## src/rtl/plic_gateway_array_pkg.sv

```systemverilog
// plic_gateway_array_pkg
// Shared definitions for the PLIC gateway array: trigger-mode encodings and
// the per-channel gateway FSM state encoding.
package plic_gateway_array_pkg;

    // Trigger mode, one bit per source on tm_i.
    localparam logic PLIC_TM_LEVL = 1'b0;
    localparam logic PLIC_TM_EDGE = 1'b1;

    typedef enum logic [1:0] {
        GW_IDLE = 2'b00,
        GW_PEND = 2'b01,
        GW_SERV = 2'b10
    } gw_state_e;

endpackage

```

## src/rtl/plic_gateway_chan.sv

```systemverilog
// plic_gateway_chan
// One PLIC gateway channel: edge detect, pending-edge counter with sticky
// overflow, and the IDLE/PEND/SERV request FSM.
// Ports:
//   clk_i, rst_n_i       clock, asynchronous active-low reset
//   irq_i, tm_i, pol_i   raw source, trigger mode, polarity
//   tnm_i                max pending edges (0 behaves as 1)
//   clam_hit_i           claim addressed to this channel
//   comp_hit_i           complete addressed to this channel
//   ovf_clr_i            clear sticky overflow
//   ip_o, busy_o, ovf_o  pending, claimed, overflow
module plic_gateway_chan
    import plic_gateway_array_pkg::*;
#(
    parameter int unsigned CNT_WIDTH = 4
) (
    input  logic                 clk_i,
    input  logic                 rst_n_i,
    input  logic                 irq_i,
    input  logic                 tm_i,
    input  logic                 pol_i,
    input  logic [CNT_WIDTH-1:0] tnm_i,
    input  logic                 clam_hit_i,
    input  logic                 comp_hit_i,
    input  logic                 ovf_clr_i,
    output logic                 ip_o,
    output logic                 busy_o,
    output logic                 ovf_o
);

    gw_state_e             state_q, state_d;
    logic [CNT_WIDTH-1:0]  cnt_q, cnt_d;
    logic                  e_q;
    logic                  ovf_q, ovf_d;

    logic                  e;
    logic                  edge_ev;
    logic                  clam_acc;
    logic [CNT_WIDTH-1:0]  tnm_eff;

    assign e        = irq_i ^ pol_i;
    assign edge_ev  = (tm_i == PLIC_TM_EDGE) && e && !e_q;
    assign clam_acc = clam_hit_i && (state_q == GW_PEND);
    assign tnm_eff  = (tnm_i == '0) ? CNT_WIDTH'(1) : tnm_i;

    always_comb begin
        cnt_d = cnt_q;
        ovf_d = ovf_q;
        if (ovf_clr_i) begin
            ovf_d = 1'b0;
        end
        if (tm_i == PLIC_TM_LEVL) begin
            cnt_d = '0;
        end else if (edge_ev && clam_acc) begin
            // Incoming edge replaces the one being claimed.
            cnt_d = cnt_q;
        end else if (edge_ev) begin
            if (cnt_q >= tnm_eff) begin
                ovf_d = 1'b1;  // set wins over a simultaneous clear
            end else begin
                cnt_d = cnt_q + CNT_WIDTH'(1);
            end
        end else if (clam_acc && (cnt_q != '0)) begin
            cnt_d = cnt_q - CNT_WIDTH'(1);
        end
    end

    always_comb begin
        state_d = state_q;
        unique case (state_q)
            GW_IDLE: begin
                if ((tm_i == PLIC_TM_LEVL) ? e : (cnt_q != '0)) begin
                    state_d = GW_PEND;
                end
            end
            GW_PEND: begin
                if (clam_hit_i) begin
                    state_d = GW_SERV;
                end
            end
            GW_SERV: begin
                if (comp_hit_i) begin
                    state_d = GW_IDLE;
                end
            end
            default: state_d = GW_IDLE;
        endcase
    end

    always_ff @(posedge clk_i or negedge rst_n_i) begin
        if (!rst_n_i) begin
            state_q <= GW_IDLE;
            cnt_q   <= '0;
            e_q     <= 1'b0;
            ovf_q   <= 1'b0;
        end else begin
            state_q <= state_d;
            cnt_q   <= cnt_d;
            e_q     <= e;
            ovf_q   <= ovf_d;
        end
    end

    assign ip_o   = (state_q == GW_PEND);
    assign busy_o = (state_q == GW_SERV);
    assign ovf_o  = ovf_q;

endmodule

```

## src/rtl/plic_gateway_array.sv

```systemverilog
// plic_gateway_array
// Array of PLIC interrupt gateways, one channel per source. Decodes the
// claim/complete IDs (source i has ID i+1, ID 0 reserved) into one-hot hit
// vectors and instantiates SRC_NUM gateway channels.
// Ports:
//   clk_i, rst_n_i                    clock, asynchronous active-low reset
//   irq_i, tm_i, pol_i                per-source line, trigger mode, polarity
//   tnm_i                             shared max pending edges
//   clam_i/clam_id_i, comp_i/comp_id_i claim and complete strobes with ID
//   ovf_clr_i                         per-source overflow clear
//   ip_o, busy_o, ovf_o               per-source pending, claimed, overflow
module plic_gateway_array
    import plic_gateway_array_pkg::*;
#(
    parameter int unsigned SRC_NUM   = 32,
    parameter int unsigned CNT_WIDTH = 4,
    parameter int unsigned ID_WIDTH  = $clog2(SRC_NUM + 1)
) (
    input  logic                 clk_i,
    input  logic                 rst_n_i,
    input  logic [SRC_NUM-1:0]   irq_i,
    input  logic [SRC_NUM-1:0]   tm_i,
    input  logic [SRC_NUM-1:0]   pol_i,
    input  logic [CNT_WIDTH-1:0] tnm_i,
    input  logic                 clam_i,
    input  logic [ID_WIDTH-1:0]  clam_id_i,
    input  logic                 comp_i,
    input  logic [ID_WIDTH-1:0]  comp_id_i,
    input  logic [SRC_NUM-1:0]   ovf_clr_i,
    output logic [SRC_NUM-1:0]   ip_o,
    output logic [SRC_NUM-1:0]   busy_o,
    output logic [SRC_NUM-1:0]   ovf_o
);

    logic [SRC_NUM-1:0] clam_hit;
    logic [SRC_NUM-1:0] comp_hit;

    for (genvar i = 0; i < SRC_NUM; i++) begin : g_chan
        // ID 0 and IDs above SRC_NUM never match any channel.
        assign clam_hit[i] = clam_i && (clam_id_i == ID_WIDTH'(i + 1));
        assign comp_hit[i] = comp_i && (comp_id_i == ID_WIDTH'(i + 1));

        plic_gateway_chan #(
            .CNT_WIDTH (CNT_WIDTH)
        ) u_chan (
            .clk_i      (clk_i),
            .rst_n_i    (rst_n_i),
            .irq_i      (irq_i[i]),
            .tm_i       (tm_i[i]),
            .pol_i      (pol_i[i]),
            .tnm_i      (tnm_i),
            .clam_hit_i (clam_hit[i]),
            .comp_hit_i (comp_hit[i]),
            .ovf_clr_i  (ovf_clr_i[i]),
            .ip_o       (ip_o[i]),
            .busy_o     (busy_o[i]),
            .ovf_o      (ovf_o[i])
        );
    end

endmodule

```

## config.mk

```make
export PLATFORM = sky130hd
export DESIGN_NAME = plic_gateway_array
export DESIGN_NICKNAME = d
export VERILOG_FILES = /design/src/rtl/plic_gateway_array_pkg.sv /design/src/rtl/plic_gateway_chan.sv /design/src/rtl/plic_gateway_array.sv
export SDC_FILE = /design/constraint.sdc
export NUM_CORES = 1
export LEC_CHECK = 0
export CELL_PAD_IN_SITES_DETAIL_PLACEMENT = 1
export CELL_PAD_IN_SITES_GLOBAL_PLACEMENT = 1
export CORE_UTILIZATION = 25
export DETAILED_ROUTE_END_ITERATION = 10
export GPL_ROUTABILITY_DRIVEN = 0
export PLACE_DENSITY = 0.53
export REMOVE_ABC_BUFFERS = 1
export SYNTH_ARGS = -nofsm -noshare
export SYNTH_HDL_FRONTEND = slang
export SYNTH_SLANG_ARGS = --single-unit
export TNS_END_PERCENT = 30
```

## constraint.sdc

```tcl
create_clock -name clk_i -period 2.9 [get_ports clk_i]
set_input_delay 0.58 -clock clk_i [delete_from_list [all_inputs] [get_ports clk_i]]
set_output_delay 0.58 -clock clk_i [all_outputs]
set_load 0.05 [all_outputs]
```

# After elaboration in Yosys (flattened, before gate mapping)
# Cells that the tools add are included.
# Widths: inputs -> output; s select.
[op_classes] addsub=64 mul=0 div=0 magnitude_cmp=32 eq_ne=320 n_shift=0 muxes=481 bitwise_logic=32 reduce_logical=385
[op_table] cell="$mux 4" n=161
[op_table] cell="$logic_and 1x1->1" n=224
[op_table] cell="$eq 6x5->1 const B" n=32
[op_table] cell="$mux 1" n=192
[op_table] cell="$mux 2" n=96
[op_table] cell="$ne 2x1->1 const B" n=96
[op_table] cell="$pmux 2 s3" n=32
[op_table] cell="$reduce_and 3->1" n=64
[op_table] cell="$add 4x1->4 const B" n=32
[op_table] cell="$ge 4x4->1" n=32
[op_table] cell="$reduce_bool 4->1" n=32
[op_table] cell="$sub 4x1->4 const B" n=32
[op_table] cell="$eq 6x4->1 const B" n=16
[op_table] cell="$ne 3x1->1 const B" n=32
[op_table] cell="$ne 3x3->1 const B" n=32
[op_table] cell="$eq 2x1->1 const B" n=32
[op_table] cell="$eq 2x2->1 const B" n=32
[op_table] cell="$logic_not 2->1" n=32
[op_table] cell="$ne 2x2->1 const B" n=32
[op_table] cell="$eq 6x3->1 const B" n=8
[op_table] cell="$logic_not 1->1" n=32
[op_table] cell="$xor 1x1->1" n=32
[op_table] cell="$eq 6x2->1 const B" n=4
[op_table] cell="$eq 6x1->1 const B" n=2
[op_table] cell="2 further kinds" n=3
[totals] regBits=256 latchBits=0 ram_bits=0 romBits=0 output_inout_bits=96 memories=0

# Logic depth before layout (Yosys ltp)
[logic_depth] word_depth=8 mapped_depth=10

# By module
# From an unflattened synthesis, not the netlist that was laid out.
[hier_totals] hier_cells=2120 hier_area_um2=20442.1
[modules_own_cells] mod="plic_gateway_chan" n_inst=32 cells_each=63 area_per_inst_um2=618.1 seq_area_each_um2=200.2
[modules_own_cells] mod="plic_gateway_array" n_inst=1 cells_each=104 area_per_inst_um2=663.1 seq_area_each_um2=0.0

# Least setup slack after synthesis
# OpenSTA, ideal clock, no wires.
[synth_path] kind="input to register" startpoint="in tnm_i[2]" endpoint="reg g_chan[0].u_chan.cnt_q[3]" setup_time_ns=0.126 arrival_ns=3.052 required_ns=2.774 slack_ns=-0.278 stages=8 n_path_buf=0 cell_sequence="inv_1 > a31o_2 > ha_1 > nand2b_1 > a21oi_1 > o21ai_0 > o211a_1 > a311o_1"
[synth_between] elab_chain_len=5
[synth_lines] item="start, declared" line_no="plic_gateway_array.sv:24" rtl="input logic [CNT_WIDTH-1:0] tnm_i,"
[synth_lines] item="$logic_not 4->1" line_no="plic_gateway_chan.sv:44" rtl="assign tnm_eff = (tnm_i == '0) ? CNT_WIDTH'(1) : tnm_i;"
[synth_lines] item="$mux 4 *" line_no="plic_gateway_chan.sv:44"
[synth_lines] item="$ge 4x4->1 *" line_no="plic_gateway_chan.sv:58" rtl="if (cnt_q >= tnm_eff) begin"
[synth_lines] item="$ne 3x3->1 (no source line) *"
[synth_lines] item="$reduce_and 3->1 (no source line) *"
[synth_lines] item="end signal, assigned" line_no="plic_gateway_chan.sv:98" rtl="cnt_q <= cnt_d;"
[synth_lines] item="end, declared" line_no="plic_gateway_chan.sv:32" rtl="logic [CNT_WIDTH-1:0] cnt_q, cnt_d;"
# Mark *: on every way between the ends. The rest lies on a longest branch, timed or not.
# A chain may end at the register's enable or synchronous reset.

# Worst setup path in the final report
[layout_path] startpoint="reg g_chan[20].u_chan.state_q[0]" endpoint="out busy_o[20]"
[layout_between] elab_chain_len=1
[layout_lines] item="start, declared" line_no="plic_gateway_chan.sv:31" rtl="gw_state_e state_q, state_d;"
[layout_lines] item="start signal, assigned" line_no="plic_gateway_chan.sv:97" rtl="state_q <= state_d;"
[layout_lines] item="$eq 2x2->1" line_no="plic_gateway_chan.sv:105" rtl="assign busy_o = (state_q == GW_SERV);"
[layout_lines] item="end, declared" line_no="plic_gateway_array.sv:31" rtl="output logic [SRC_NUM-1:0] busy_o,"
# Every way passes these cells.

==> results.toml <==
[cts]
cts_setup_buffers = 0
clock-sinks = 256
cts-root-buf = "clkbuf_16"
worstSkewPairLatency_ns = 0.56
cts_made_buffers = 36
clk_path_buf_depth = 3
worst_setup_hold_path_clk_slew_ns = 0.06
cts_tree = "built"
htree_num_levels = 2

[yosys]
synthDistinctLibCells = 53
synth-edff-count = 0
synth_largest_area_cell = "dfrtp_1"
synth_top_area_share_pct = 33.8
syn_area_mm2 = 0.0190
yosys.area_share.simple_pct = 18.4
yosysMostFrequentCell = "dfrtp_1"
seq_area_frac_synth_pct = 33.8
synth_compound_area_share_pct = 13.8
ys_seq_elements = 256
ys_top_cells_by_count = "dfrtp_1 (256), nand2_1 (206), ha_1 (192), inv_1 (180), a21oi_1 (118)"
syn_inst = 2055
yosysWarnings = 0
async_reset_ff_share_pct = 100
synth.avg_cell_area_um2 = 9.24
synth_xor_area_share_pct = 4.29
synth_top_family_by_area = "simple AND/OR/NAND/NOR gates"
synthAdderAreaFrac_pct = 16.0
muxShareOfSynthArea_pct = 5.22
synth_top_flop_cell = "dfrtp_1"
synthTopCellsByArea = "dfrtp_1 (34%), ha_1 (13%), mux2i_1 (5.2%), nand2_1 (4.1%), buf_4 (3.8%)"

[sta]
max_slew_margin_pct = 55.2
hold_viol = 0
clock_skew_ns = 0.0104
fin_crit_sh_pct = 96.8
fin_ws_ns = 0.0934
maxSlewViolCount = 0
grt_setup_unrepaired = "false"
fmax_ghz = 0.356
fin_crit_ns = 2.81
finalSetupViolCount = 0
worstMarginPinSlew_ns = 0.669

[drt]
wl_mm = 62.7
vias = 16300
drc_errors = 0
firstDrtPassIters = 4
vias_per_cell = 4.73
post_drt_wl_per_cell_um = 18.2
drt_first_iter_violations = 604
ant_nets = 0

[pwr]
pwr-share-clk_pct = 22.8
switchingPower_w = 0.00824
peakVddDrop_mv = 0.499
seq_power_share_pct = 28.3
p_leak_nw = 11.8
power_density_mw_per_mm2 = 812
internal-power_w = 0.0121
p_comb_share_pct = 48.9
p_sw_share_pct = 40.5

[worst_setup_path]
arrival_ns = 2.23
start_kind = "register"
end_kind = "output port"
critical_path_class = "register to output port"
critPathRequiredTime_ns = 2.32
path_max_fanout = 4

[final_layout]
final_layout_size_suffix_gt1_share_pct = 14.1
nets = 2816
fillers = 8622
final_cells = 3437
area_delta_synth_final_pct = 32.0

[global_route]
grt_pass1_vias = 17700
grt_first_pass_wirelength_mm = 99.2
grtUsageTotal_pct = 16.3
overflow = 0
antenna_found_initial = 0
grt_max_degree = 67

[placed_design]
port_buffers = 243
place_ws_ns = -0.218
dp.cells = 3374
dp.final_hpwl_mm = 48.2

[flow_run]
drv_cap = 0

[floorplan]
fp.coreArea_mm2 = 0.0748
rows = 100
ioPinCount = 244
fp.dieW_um = 278
die_h_um = 278
initial_core_util_pct = 25.4
die_area_mm2 = 0.0770

[outcome]
status = "finished, final reports clean"

[min_path]
hold_class = "register to register"
[cells by family after synthesis]
logic type,Yosys count
AO/OA/AOI/OAI,398
flip-flops,256
adder cells (fa/ha/maj),224
AND/OR/NAND/NOR,660
XOR/XNOR,93
buffers and inverters,325
multiplexers,99
[critical path, stage by stage (launching register included)]
cell,delay [ns]
dfrtp_1,0.40
nor2b_1,0.35
clkdlybuf4s50_1,0.90
[layer usage]
metal / routed length, um / share of wire, % / vias to the layer above / track usage (%)
met2: 29300 / 47 / 288 / 27.3
met4: 1230 / 2.0 / 0 / 3.90
met5: 0 / 0 / - / 0
met1: 29600 / 47 / 8111 / 21.8
met3: 2600 / 4.1 / 70 / 2.77
li1: - / - / 7788 / -
[power groups by stage]
stage	clock (W)	sequential, W	combinational [W]
global placement	0	0.00576	0.00952
floorplan	0	0.00570	0.00640
finish	0.00463	0.00576	0.00995
detailed placement	0	0.00582	0.0100
CTS	0.00483	0.00577	0.0101
global route	0.00493	0.00594	0.0112
[metrics by stage]
stage / hold WS [ns] / TNS [ns] / cell area, um2 / power (W) / utilization (%)
CTS: 0.439 / 0 / 25100 / 0.0207 / 33.5
global placement: 0.426 / -4.59 / 23800 / 0.0153 / 31.9
floorplan: 0.284 / -19.10 / 18000 / 0.0121 / -
detailed placement: 0.432 / -11.26 / 23800 / 0.0158 / 31.9
finish: 0.437 / 0 / 25100 / 0.0203 / 33.5
global route: 0.461 / 0 / 25100 / 0.0221 / 33.5
[timing repair]
action / in CTS / in global routing
resized for setup: 0 / 1
hold buffers: 1 / 0
setup endpoints to repair: 0 / 1
hold endpoints to repair: 31 / 0
[worst paths after layout]
path / from / endpoint / slack, ns / cells after the start
worst max-delay path: g_chan[20].u_chan.state_q[0] / busy_o[20] / 0.09 / 2
worst min-delay path: g_chan[8].u_chan.state_q[1] / g_chan[8].u_chan.state_q[0] / 0.44 / 1
worst max register to register: g_chan[7].u_chan.e_q / g_chan[7].u_chan.cnt_q[3] / 0.85 / 8
worst min register to register: g_chan[8].u_chan.state_q[1] / g_chan[8].u_chan.state_q[0] / 0.44 / 1
max in group asynchronous: rst_n_i / g_chan[24].u_chan.cnt_q[3] / 1.64 / 3
min in group asynchronous: rst_n_i / g_chan[4].u_chan.e_q / 0.51 / 2
[area by class of cell]
type                    count  area [um2]  area share (%)
diodes                      1        2.50         0.00999
clock buffers              53        1110            4.41
clock inverters             8         103           0.409
inverters                 180         676            2.70
multi-input cells        1474       11000            43.8
flip-flops and latches    256        6410            25.6
well taps                 969        1210            4.84
repair buffers            496        4570            18.2
[sequential cells by signal, indices dropped and copies added (netlist names)]
name and flops:
g_chan.u_chan.cnt_q 128, g_chan.u_chan.state_q 64, g_chan.u_chan.ovf_o 32, g_chan.u_chan.e_q 32
[cells in the final DEF (no fill, tap or decap), types with 27 or more instances in the layout]
| master | n |
|---|---|
| a21o_1 | 32 |
| a21oi_1 | 118 |
| a311o_1 | 29 |
| and3b_1 | 27 |
| buf_4 | 234 |
| clkbuf_16 | 37 |
| clkdlybuf4s50_1 | 241 |
| dfrtp_1 | 256 |
| fa_1 | 32 |
| ha_1 | 192 |
| inv_1 | 177 |
| mux2i_1 | 99 |
| nand2_1 | 206 |
| nand2b_1 | 98 |
| nand3_1 | 58 |
| nor2_1 | 89 |
| nor2b_1 | 92 |
| nor3_1 | 28 |
| nor4_1 | 33 |
| o21ai_0 | 91 |
| xnor2_1 | 35 |
| xor2_1 | 58 |
Power figures use the tool's default switching activity.
